--- config.mk ---
export PLATFORM = sky130hd
export DESIGN_NAME = msg_word_assembler
export DESIGN_NICKNAME = d
export VERILOG_FILES = /design/src/rtl/msg_pkg.sv /design/src/rtl/msg_fifo.sv /design/src/rtl/msg_word_assembler.sv
export SDC_FILE = /design/constraint.sdc
export NUM_CORES = 1
export LEC_CHECK = 0
export BUFFER_PORTS_ARGS = -buffer_cell sky130_fd_sc_hd__buf_2
export CORE_MARGIN = 2
export CORE_UTILIZATION = 45
export CTS_CLUSTER_SIZE = 28
export DETAILED_ROUTE_END_ITERATION = 16
export GPL_TIMING_DRIVEN = 0
export PLACE_DENSITY = 0.7
export REMOVE_ABC_BUFFERS = 1
export SYNTH_ARGS = -nofsm -noshare
export SYNTH_HDL_FRONTEND = slang
export SYNTH_SLANG_ARGS = --single-unit
--- constraint.sdc ---
create_clock -name clk -period 4 [get_ports clk]
set_input_delay 0.8 -clock clk [delete_from_list [all_inputs] [get_ports clk]]
set_output_delay 0.8 -clock clk [all_outputs]
set_load 0.01 [all_outputs]
--- src/rtl/msg_pkg.sv ---
// rtl/msg_pkg.sv - shared constants, FSM encoding and bit-reverse helper for msg_word_assembler
package msg_pkg;

  localparam logic [7:0] CHAR_ZERO = 8'h30;
  localparam logic [7:0] CHAR_ONE  = 8'h31;
  localparam int         REV_MAX   = 64;

  typedef enum logic {
    ST_FILL  = 1'b0,
    ST_STALL = 1'b1
  } state_t;

  // Reverses the low 'width' bits of din; bits at and above 'width' come back as zero.
  function automatic logic [REV_MAX-1:0] bit_reverse(input logic [REV_MAX-1:0] din,
                                                     input int width);
    logic [REV_MAX-1:0] full_rev;
    full_rev = {<<{din}};
    return full_rev >> (REV_MAX - width);
  endfunction

endpackage

--- src/rtl/msg_fifo.sv ---
// rtl/msg_fifo.sv - synchronous first-word-fall-through FIFO with exact level count
module msg_fifo
  import msg_pkg::*;
#(
  parameter  int WIDTH = 8,
  parameter  int DEPTH = 16,
  localparam int LW    = $clog2(DEPTH + 1),
  localparam int AW    = $clog2(DEPTH)
) (
  input  logic             clk,
  input  logic             reset,
  input  logic             push,
  input  logic             pop,
  input  logic [WIDTH-1:0] din,
  output logic [WIDTH-1:0] dout,
  output logic             empty,
  output logic             full,
  output logic [LW-1:0]    level
);

  logic [WIDTH-1:0] r_mem [DEPTH];
  logic [AW-1:0]    r_wr_ptr;
  logic [AW-1:0]    r_rd_ptr;
  logic [LW-1:0]    r_level;
  logic             w_do_pop;
  logic             w_do_push;

  // A push into a full FIFO is legal only when the head leaves on the same edge.
  assign w_do_pop  = pop && !empty;
  assign w_do_push = push && (!full || w_do_pop);

  assign empty = (r_level == '0);
  assign full  = (r_level == LW'(DEPTH));
  assign level = r_level;
  assign dout  = empty ? '0 : r_mem[r_rd_ptr];

  always_ff @(posedge clk) begin
    if (w_do_push) r_mem[r_wr_ptr] <= din;
  end

  always_ff @(posedge clk) begin
    if (!reset) begin
      r_wr_ptr <= '0;
      r_rd_ptr <= '0;
      r_level  <= '0;
    end else begin
      if (w_do_push) r_wr_ptr <= r_wr_ptr + 1'b1;
      if (w_do_pop)  r_rd_ptr <= r_rd_ptr + 1'b1;
      case ({w_do_push, w_do_pop})
        2'b10:   r_level <= r_level + 1'b1;
        2'b01:   r_level <= r_level - 1'b1;
        default: r_level <= r_level;
      endcase
    end
  end

endmodule

--- src/rtl/msg_word_assembler.sv ---
// rtl/msg_word_assembler.sv - packs ASCII '0'/'1' characters into WIDTH-bit words behind a FIFO
module msg_word_assembler
  import msg_pkg::*;
#(
  parameter  int WIDTH = 8,
  parameter  int DEPTH = 16,
  localparam int CW    = $clog2(WIDTH + 1),
  localparam int LW    = $clog2(DEPTH + 1)
) (
  input  logic             clk,
  input  logic             reset,
  input  logic             in_valid,
  input  logic [7:0]       in_char,
  output logic             in_ready,
  input  logic             flush,
  input  logic             rev_en,
  output logic             out_valid,
  output logic [WIDTH-1:0] out_data,
  input  logic             out_ready,
  output logic [LW-1:0]    level,
  output logic [CW-1:0]    bit_cnt,
  output logic             bad_char
);

  state_t           r_state;
  state_t           w_state_nxt;
  logic [WIDTH-1:0] r_word;
  logic [WIDTH-1:0] r_hold;
  logic [CW-1:0]    r_bit_cnt;
  logic             r_bad;

  logic             w_accept;
  logic             w_is_zero;
  logic             w_is_one;
  logic [WIDTH-1:0] w_word_nxt;
  logic [CW-1:0]    w_cnt_nxt;
  logic             w_commit;
  logic             w_space;
  logic             w_push;
  logic             w_hold_load;
  logic [WIDTH-1:0] w_fifo_din;
  logic [WIDTH-1:0] w_head;
  logic             w_empty;
  logic             w_full;

  assign in_ready  = (r_state == ST_FILL);
  assign w_accept  = in_valid && in_ready;
  assign w_is_zero = (in_char == CHAR_ZERO);
  assign w_is_one  = (in_char == CHAR_ONE);

  // Bits above bit_cnt are always zero, so OR-ing in the new bit is enough and
  // a flushed partial word comes out zero-padded for free.
  always_comb begin
    w_word_nxt = r_word;
    w_cnt_nxt  = r_bit_cnt;
    if (w_accept && (w_is_zero || w_is_one)) begin
      w_word_nxt = r_word | ({{(WIDTH-1){1'b0}}, w_is_one} << r_bit_cnt);
      w_cnt_nxt  = r_bit_cnt + 1'b1;
    end
  end

  assign w_commit = (r_state == ST_FILL) &&
                    ((w_cnt_nxt == CW'(WIDTH)) || (flush && (w_cnt_nxt != '0)));
  assign w_space  = !w_full || (out_ready && !w_empty);

  always_comb begin
    w_state_nxt = r_state;
    w_push      = 1'b0;
    w_hold_load = 1'b0;
    w_fifo_din  = w_word_nxt;
    case (r_state)
      ST_FILL: begin
        if (w_commit) begin
          if (w_space) begin
            w_push = 1'b1;
          end else begin
            w_hold_load = 1'b1;
            w_state_nxt = ST_STALL;
          end
        end
      end
      ST_STALL: begin
        w_fifo_din = r_hold;
        if (w_space) begin
          w_push      = 1'b1;
          w_state_nxt = ST_FILL;
        end
      end
      default: w_state_nxt = ST_FILL;
    endcase
  end

  always_ff @(posedge clk) begin
    if (!reset) begin
      r_state   <= ST_FILL;
      r_word    <= '0;
      r_hold    <= '0;
      r_bit_cnt <= '0;
      r_bad     <= 1'b0;
    end else begin
      r_state <= w_state_nxt;
      if (w_accept && !w_is_zero && !w_is_one) r_bad <= 1'b1;
      if (w_commit) begin
        r_word    <= '0;
        r_bit_cnt <= '0;
      end else begin
        r_word    <= w_word_nxt;
        r_bit_cnt <= w_cnt_nxt;
      end
      if (w_hold_load) r_hold <= w_word_nxt;
    end
  end

  msg_fifo #(
    .WIDTH (WIDTH),
    .DEPTH (DEPTH)
  ) u_fifo (
    .clk   (clk),
    .reset (reset),
    .push  (w_push),
    .pop   (out_ready),
    .din   (w_fifo_din),
    .dout  (w_head),
    .empty (w_empty),
    .full  (w_full),
    .level (level)
  );

  assign out_valid = !w_empty;
  assign out_data  = rev_en ? WIDTH'(bit_reverse(REV_MAX'(w_head), WIDTH)) : w_head;
  assign bit_cnt   = r_bit_cnt;
  assign bad_char  = r_bad;

endmodule

==> qor.yml <==
grt_usage: 0.1767
critPathKind: "in2reg"
holdBufCountCts: 0
grt_util_met2: 0.3013
antenna_cells: 0
critPathMaxStageDelay_ns: 0.36
synth.avg_cell_area_um2: 16.10
grt_max_degree: 33
p_per_area_nw_per_um2: 416.9
path_buf_inv: 3
synth-edff-count: 128
timing.final.crit_share: 0.9518
synth_top_family_by_area: "multiplexers"
clock_skew_ns: 0.01154
overflow: 0
die_x_um: 128.9
gp_congestion: 0.7525
worstMarginPinSlew_ns: 0.9287
r2r_start: "bit_cnt[1]"
reg2reg_to: "u_fifo.level[4]"
startpoint_type: "primary input"
final_util: 0.5190
cts_tree: "done"
critPathSlowestCell: "a21oi_4"
crit_fanout: 15
hold_violations: 0
syn_area_um2: 7018
wl_per_cell_um: 20.73
regToRegSetupSlack_ns: 0.23
clockBufferDepth: 2
max_slew_margin: 0.3809
via_per_inst: 5.763
num_io_pins: 34
drv_slew: 0
synth_fa_ha_area_frac: 0.01783
coreArea_um2: 15200
multiInputGateArea_um2: 2283
clk_pin_slew_worst_paths_ns: 0.06
use_met3: 0.04366
fill_cells: 1244
syn_inst: 436
worst-path-stages: 17
max_freq_mhz: 262.7
status: "complete, no violations"
grt_pass1_wl_um: 21250
cp_top_family: "compound AO/OA/AOI/OAI gates"
leakage_nw: 2.617
synth_seq_cells: 167
vias: 3838
peakVddDrop_uv: 289.8
cts_buffers: 17
htree_levels: 4
ys.flop_type: "edfxtp_1"
rows: 45
synth.area.mux_share: 0.1562
start_util: 0.4616
ys_async_sr_fraction: 0
die-height_um: 128.9
clock_latency_ns: 0.43
seq_area_um2: 4631
ys_seq_area_frac: 0.6589
synth-compound-area-share: 0.04475
setup_tns_ns: 0
ys_types: 49
drtPass1Iterations: 5
wl_um: 13810
yosys.area_share.xor_xnor: 0.01248
setup_violations: 0
drive_gt1_frac: 0.2636
die_area_um2: 16610
yosys.area_share.simple: 0.08754
route.detailed.drc: 0
grt_busiest_layer: "met2"
grt_pass1_vias: 3869
clock-sinks: 167
root_buffer: "clkbuf_16"
first_iter_violations: 360
syn2layout_area_growth_pct: 12.43
end_kind: "flop"
critPathRequiredTime_ns: 4.35
worstSetupStartpoint: "in_char[6]"
ant_nets: 0
cap_violations: 0
path_cells: "buf_2 > nor4bb_4 > buf_4 > nand4_1 > xnor2_1 > mux2i_4 > a21oi_4 > inv_1 > ha_2 > xor2_1 > ha_1 > o21a_1 > o22a_1 > a21oi_1 > xor2_1 > or3_1 > a21oi_1"
min_path_type: "reg2reg"
antenna_found_initial: 1
nets: 489
yosysWarnings: 0
period_minus_slack_ns: 3.807
portBuffers: 33
dpl.hpwl_um: 8743
grtUsageMet1: 0.2260
endpoint: "u_fifo.level[4]"
worst_ep_arrival_time_ns: 4.16
r2r_cells: 16
==> per-stage QoR <==
stage          std cells  worst slack (ns)  power [mW]  area [um2]  hold WS [ns]
2_1_floorplan        408           -0.5843       1.898        6884        0.4719
3_3_place_gp         629            -1.238       1.914        7284        0.4554
3_5_place_dp         630            -1.283       1.916        7307        0.4589
4_1_cts              663           0.09869       3.313        7845        0.4814
5_1_grt              666          -0.01036       3.381        7890        0.5459
6_report             666            0.1928       3.289        7890        0.5020
==> sequential cells by signal (all words and copies together), names as in the netlist, 4 cells and up, named ones only <==
register / cells
r_word: 8
u_fifo.level: 5
u_fifo.r_mem: 128
u_fifo.r_rd_ptr: 4
bit_cnt: 4
r_hold: 8
u_fifo.r_wr_ptr: 4
==> cell usage in the layout, fill, tap and decap left out, drive strengths merged, types with 3 or more instances in the layout <==
cell type / instances
a21o: 7
a21oi: 8
a31oi: 9
and2: 6
and3: 15
buf: 38
clkbuf: 24
clkinv: 3
clkinvlp: 4
dfxtp: 39
edfxtp: 128
ha: 10
inv: 7
mux2: 9
mux2i: 9
mux4: 40
nand2: 18
nand2b: 4
nand3: 9
nand4: 4
nor2: 13
nor2b: 13
nor3: 10
nor3b: 3
nor4: 9
o21ai: 11
xnor2: 4
xor2: 6
==> per-layer routing <==
metal	routed length, um	share of wire	up-vias
met5	0	0	-
met4	123	0.0089	0
met3	681	0.049	12
met2	7147	0.52	99
met1	5855	0.42	1961
li1	-	-	1766
==> worst min path at each step <==
stage                                  start                 end  depth (start not counted)
after floorplan           u_fifo.r_wr_ptr[3]  u_fifo.r_wr_ptr[3]                          2
after global placement              bad_char            bad_char                          2
after detailed placement            bad_char            bad_char                          2
after CTS                           bad_char            bad_char                          2
after global routing                bad_char            bad_char                          2
final                               bad_char            bad_char                          2
==> cells in the mapped netlist (9+ instances only) <==
cell / n / area share
nor2b_1: 13 / 0.012
nor2_1: 13 / 0.0070
edfxtp_1: 128 / 0.55
ha_1: 10 / 0.018
clkbuf_1: 18 / 0.0096
mux2_2: 9 / 0.014
o21ai_0: 10 / 0.0071
nor4_1: 9 / 0.0080
nor3_1: 9 / 0.0064
nand2_1: 18 / 0.0096
a31oi_1: 9 / 0.0080
nand3_1: 9 / 0.0064
mux4_2: 40 / 0.13
dfxtp_1: 39 / 0.11
and3_1: 15 / 0.013
==> cells by family (layout without fill, tap and decap cells) <==
logic type | count (synthesis) | after routing
AOI/OAI and AO/OA | 46 | 46
xor gates and xnor gates | 10 | 10
adders and majority gates | 10 | 10
buffers and inverters | 34 | 76
DFF | 167 | 167
muxes | 58 | 58
and+or+nand+nor | 111 | 111
==> power breakdown <==
part | total [mW] | switching, mW | internal [mW]
sequential | 1.84 | 0.00156 | 1.84
combinational | 0.0384 | 0.0225 | 0.0159
clock | 1.41 | 0.618 | 0.789
==> worst min-delay path, stage by stage, from the launching register on <==
cell and delay (ns):
dfxtp_1 0.33, a21oi_1 0.04, nor2_1 0.08
==> layout make-up <==
| cell class | instances | area share |
|---|---|---|
| sequential | 167 | 0.5869 |
| multi-input combinational | 235 | 0.2894 |
| clock buffer | 24 | 0.05725 |
| tap | 188 | 0.02981 |
| timing repair buffer | 38 | 0.02728 |
| clock inverter | 8 | 0.006502 |
| inverter | 6 | 0.002854 |
==> timing repair <==
action,4_1_cts,5_1_grt
cloned,0,0
pin swaps,0,2
setup buffers,1,3
endpoints found under the setup margin,4,1
resized for setup,5,4
No activity file was read; power rests on OpenSTA's default activity.
